### src/rtl/meas_capture_fifo_if.sv
// meas_capture_fifo_if: capture-side and read-side handshake bundle for meas_capture_fifo
interface meas_capture_fifo_if #(
    parameter int DATA_W = 4,
    parameter int MEAS_W = 2
);
    logic [DATA_W-1:0] temp;
    logic [MEAS_W-1:0] sys_meas;
    logic              ld;
    logic              out_ready;
    logic              out_valid;
    logic [DATA_W-1:0] D_out;
    logic [MEAS_W-1:0] T_out;
    modport master (output temp, sys_meas, ld, out_ready, input out_valid, D_out, T_out);
    modport slave  (input temp, sys_meas, ld, out_ready, output out_valid, D_out, T_out);
endinterface

### src/rtl/meas_capture_fifo.sv
// meas_capture_fifo: FWFT capture buffer for temp/sys_meas samples with drop accounting; MEAS_MINMAX_EN adds min/max tracking
module meas_capture_fifo #(
    parameter int DATA_W = 4,
    parameter int MEAS_W = 2,
    parameter int DEPTH  = 4
) (
    input  logic                     clk,
    input  logic                     clr,
    meas_capture_fifo_if.slave       bus,
    input  logic                     hold,
    input  logic                     clr_stats,
    output logic [$clog2(DEPTH):0]   count,
    output logic                     full,
    output logic                     empty,
    output logic                     overflow,
    output logic [7:0]               drop_cnt
`ifdef MEAS_MINMAX_EN
    ,
    output logic [DATA_W-1:0]        min_out,
    output logic [DATA_W-1:0]        max_out
`endif
);
    localparam int AW = $clog2(DEPTH);
    localparam int CW = AW + 1;

    logic [DATA_W+MEAS_W-1:0] mem [DEPTH];
    logic [AW-1:0]            wr_ptr;
    logic [AW-1:0]            rd_ptr;
    logic                     push;
    logic                     pop;
    logic                     drop;

    assign empty         = count == '0;
    assign full          = count == CW'(DEPTH);
    assign bus.out_valid = !empty;
    assign pop           = bus.out_valid & bus.out_ready;
    assign push          = bus.ld & !hold & (!full | pop);
    assign drop          = bus.ld & !hold & full & !pop;
    assign {bus.D_out, bus.T_out} = mem[rd_ptr];

    // sample storage, deliberately unreset
    always_ff @(posedge clk) begin
        if (push) mem[wr_ptr] <= {bus.temp, bus.sys_meas};
    end

    // pointers and occupancy
    always_ff @(posedge clk or negedge clr) begin
        if (!clr) begin
            wr_ptr <= '0;
            rd_ptr <= '0;
            count  <= '0;
        end else begin
            wr_ptr <= push ? wr_ptr + AW'(1) : wr_ptr;
            rd_ptr <= pop ? rd_ptr + AW'(1) : rd_ptr;
            count  <= count + CW'(push) - CW'(pop);
        end
    end

    // drop accounting; a drop in the same cycle as clr_stats wins
    always_ff @(posedge clk or negedge clr) begin
        if (!clr) begin
            overflow <= 1'b0;
            drop_cnt <= '0;
        end else if (drop) begin
            overflow <= 1'b1;
            drop_cnt <= clr_stats ? 8'd1 : (drop_cnt == 8'hff ? drop_cnt : drop_cnt + 8'd1);
        end else if (clr_stats) begin
            overflow <= 1'b0;
            drop_cnt <= '0;
        end
    end

`ifdef MEAS_MINMAX_EN
    // running min/max of pushed temperatures; a push alongside clr_stats restarts from that sample
    always_ff @(posedge clk or negedge clr) begin
        if (!clr) begin
            min_out <= '1;
            max_out <= '0;
        end else if (push && clr_stats) begin
            min_out <= bus.temp;
            max_out <= bus.temp;
        end else if (push) begin
            min_out <= bus.temp < min_out ? bus.temp : min_out;
            max_out <= bus.temp > max_out ? bus.temp : max_out;
        end else if (clr_stats) begin
            min_out <= '1;
            max_out <= '0;
        end
    end
`endif
endmodule

### src/flat_wrapper.sv
// flat-port wrapper written by rule: the top's interface ports become plain ports
module meas_capture_fifo_flat 
#(
    parameter int DATA_W = 4,
    parameter int MEAS_W = 2,
    parameter int DEPTH  = 4
)
  (clk, clr, hold, clr_stats, count, full, empty, overflow, drop_cnt, bus_temp, bus_sys_meas, bus_ld, bus_out_ready, bus_out_valid, bus_D_out, bus_T_out);
  meas_capture_fifo_if #(.DATA_W(DATA_W), .MEAS_W(MEAS_W)) bus_i ();
  input  logic clk;
  input  logic clr;
  input  logic hold;
  input  logic clr_stats;
  output logic [$clog2(DEPTH):0] count;
  output logic full;
  output logic empty;
  output logic overflow;
  output logic [7:0] drop_cnt;
  input wire logic [$bits(bus_i.temp)-1:0] bus_temp;
  input wire logic [$bits(bus_i.sys_meas)-1:0] bus_sys_meas;
  input wire logic [$bits(bus_i.ld)-1:0] bus_ld;
  input wire logic [$bits(bus_i.out_ready)-1:0] bus_out_ready;
  output wire logic [$bits(bus_i.out_valid)-1:0] bus_out_valid;
  output wire logic [$bits(bus_i.D_out)-1:0] bus_D_out;
  output wire logic [$bits(bus_i.T_out)-1:0] bus_T_out;
  assign bus_i.temp = bus_temp;
  assign bus_i.sys_meas = bus_sys_meas;
  assign bus_i.ld = bus_ld;
  assign bus_i.out_ready = bus_out_ready;
  assign bus_out_valid = bus_i.out_valid;
  assign bus_D_out = bus_i.D_out;
  assign bus_T_out = bus_i.T_out;
  meas_capture_fifo #(.DATA_W(DATA_W), .MEAS_W(MEAS_W), .DEPTH(DEPTH)) u_core (.clk(clk), .clr(clr), .bus(bus_i), .hold(hold), .clr_stats(clr_stats), .count(count), .full(full), .empty(empty), .overflow(overflow), .drop_cnt(drop_cnt));
endmodule
### config.mk
export PLATFORM = sky130hd
export DESIGN_NAME = meas_capture_fifo_flat
export DESIGN_NICKNAME = d
export VERILOG_FILES = /design/src/rtl/meas_capture_fifo_if.sv /design/src/rtl/meas_capture_fifo.sv /design/src/flat_wrapper.sv
export SDC_FILE = /design/constraint.sdc
export NUM_CORES = 1
export LEC_CHECK = 0
export ABC_AREA = 0
export CORE_MARGIN = 2
export CORE_UTILIZATION = 30
export CTS_CLUSTER_DIAMETER = 50
export DETAILED_ROUTE_END_ITERATION = 16
export PLACE_DENSITY = 0.52
export SYNTH_ARGS = -nofsm -noshare
export SYNTH_HDL_FRONTEND = slang
export SYNTH_SLANG_ARGS = --single-unit
export TNS_END_PERCENT = 20
### constraint.sdc
create_clock -name clk -period 2.6 [get_ports clk]
set_input_delay 0.26 -clock clk [delete_from_list [all_inputs] [get_ports clk]]
set_output_delay 0.26 -clock clk [all_outputs]
set_load 0.02 [all_outputs]
==> results.ini <==
[status]
status = completed

[placed_design]
post-place-ws_ns = 0.172
gp_congestion = 0.770
dp_hpwl_um = 2400
placed_cell_area_mm2 = 0.00219
dpl.cell_count = 228
numPortBuffers = 32

[die]
die-width_um = 81.2
core_mm2 = 0.00585
ios = 33
initial_core_util_pct = 30.6
fp.dieArea_mm2 = 0.00659
die_h_um = 81.2
rows = 28

[worst_setup_path]
cp-end-kind = flip-flop
worstSetupStartpointType = flip-flop
r2r-start = u_core.count[2]$_DFF_PN0_
cp_data_required_time_ns = 2.78
cp.arrival_ns = 2.61
crit_path_max_fanout = 4
startpoint = u_core.count[2]$_DFF_PN0_
critical_path_class = flip-flop to flip-flop

[logic_synthesis]
synth_edf_count = 24
synth.distinct_cells = 39
ys_ff_latch = 40
synth_common_cells = edfxtp_1, dfrtp_1, inv_1
synth_area_per_cell_um2 = 14.5
yosysTopAreaCell = edfxtp_1
synth_cells = 123
synthTopCellsByArea = edfxtp_1, dfrtp_1, mux4_2, ha_1, inv_1
syn_area_mm2 = 0.00179
yosys.cell_count.top_type = edfxtp_1
seq_area_frac_synth_pct = 62.7
synth_top_area_share_pct = 40.3
synth_nets = 143
ys.flop_type = edfxtp_1
yosys_warnings = 0
async_reset_ff_share_pct = 40.0

[final_layout]
instances_no_fill = 237
seq_area_mm2 = 0.00112
stdcell_area_mm2 = 0.00232
nFillCells = 543
multi_input_area_um2 = 611
antenna_cells = 0
utilization_pct = 39.7
drive_gt1_share_pct = 14.2
fin_nets = 181
synthToLayoutAreaGrowth_pct = 30.0

[route]
wl_per_cell_um = 14.4
via_per_inst = 4.67
vias = 1106
dr.pass1.iters = 4
ant_nets = 0
wl_um = 3410
drc = 0
detail_route.iter0.violations = 40

[sta]
hold_viol = 0
hold-worst-slack_ns = 0.424
relSlewSlack_pct = 47.9
max_freq_ghz = 0.411
final.setup.tns_ns = 0
min_period_ns = 2.44
skew_ns = 0.00260
fin_crit_sh_pct = 93.7
tightestPinTransition_ns = 0.779
slew_violations = 0
finalWorstSetupSlack_ns = 0.164
setup_viol = 0

[power_and_ir_drop]
power.internal_mw = 1.49
clkPwrFrac_pct = 23.4
swShare_pct = 31.3
power_mw = 2.17
combPwrFrac_pct = 35.7
seqPwrFrac_pct = 40.9
power_density_mw_per_mm2 = 934
power_switching_mw = 0.680
ir_worst_vdd_mv = 0.283
p_leak_nw = 0.869

[flow_run]
cap_violations = 0

[cts]
clkTransAtPathRegs_ns = 0.08
h-tree-depth = 2
cts_buffers = 5
cts_root_buf = clkbuf_8
cts_tree = built
clock_path_buffers = 2
clk_latency_ns = 0.29
clock_sinks = 40

[global_routing]
grt_pass1_wl_um = 5790
grt_usage_pct = 11.9
grt_overflow = 0
antenna_found_initial = 0
grt_pass1_vias = 1196
grt_max_degree = 17

[min_path]
min_path_type = input pin to asynchronous set/reset pin

[flip-flops by register name, indices dropped and copies added, names as in the netlist]
register	count
u_core.mem	24
u_core.overflow	1
u_core.wr_ptr	2
u_core.rd_ptr	2
u_core.drop_cnt	8
u_core.count	3
[power by group through the flow]
stage	Combinational (mW)	Sequential (mW)	Clock, mW
global route	0.859	0.910	0.555
global placement	0.732	0.898	0
finish	0.774	0.888	0.508
CTS	0.757	0.896	0.526
floorplan	0.460	0.878	0
detailed placement	0.755	0.909	0
[path summary, 6_finish.rpt]
path | endpoint | slack (ns) | depth (start not counted)
min in group clk | u_core.overflow$_DFFE_PN0P_ | 0.49 | 1
hold reg to reg | u_core.overflow$_DFFE_PN0P_ | 0.49 | 1
setup / recovery | u_core.count[2]$_DFF_PN0_ | 0.16 | 9
max in group asynchronous | u_core.rd_ptr[1]$_DFFE_PN0N_ | 1.69 | 1
setup reg to reg | u_core.count[2]$_DFF_PN0_ | 0.16 | 9
hold / removal | u_core.overflow$_DFFE_PN0P_ | 0.42 | 1
[per-layer routing]
metal	track usage (%)	vias up	routed length (um)
met5	0	-	0
met4	4.75	0	47
met3	3.44	5	175
met2	20.2	32	1740
met1	14.2	537	1450
li1	-	532	-
[cell type report]
class                           instances  area share [%]
Clock buffer                            5            2.96
Tap cell                               75            4.04
Multi-Input combinational cell         68            26.3
Sequential cell                        40            48.2
Clock inverter                          3            1.99
Timing Repair Buffer                   35            14.7
Inverter                               11            1.78
[cells in the final DEF (no fill, tap or decap), types with 4 or more instances in the layout]
cell type and instances:
and2_1 5, nand3_1 6, mux4_2 6, inv_1 11
edfxtp_1 24, clkdlybuf4s50_1 32, nor2_1 5, a21oi_1 4
ha_1 7, clkbuf_8 5, dfrtp_1 16
[critical path, stage by stage, from the launching register on]
cell	delay (ns)
dfrtp_1	0.41
or3_2	0.51
and2_1	0.22
ha_1	0.28
inv_1	0.05
ha_1	0.13
inv_1	0.05
fa_1	0.40
xnor2_2	0.15
xnor2_1	0.12
[what timing repair did]
action                     in CTS  in global routing
setup endpoints to repair       0                  1
hold buffers                    0                  0
gates resized for setup         0                  1
setup buffers                   0                  1
[kinds of logic (layout without fill, tap and decap cells)]
family / after synthesis / count (layout) / synth area share, %
adders and majority gates: 8 / 8 / 6.02
buffers and inverters: 15 / 54 / 3.57
DFF: 40 / 40 / 62.7
xor gates and xnor gates: 5 / 5 / 2.45
muxes: 7 / 7 / 8.19
AOI/OAI and AO/OA: 16 / 16 / 6.37
and+or+nand+nor: 32 / 32 / 10.7
Note: power is estimated with default switching activity, not from simulation.
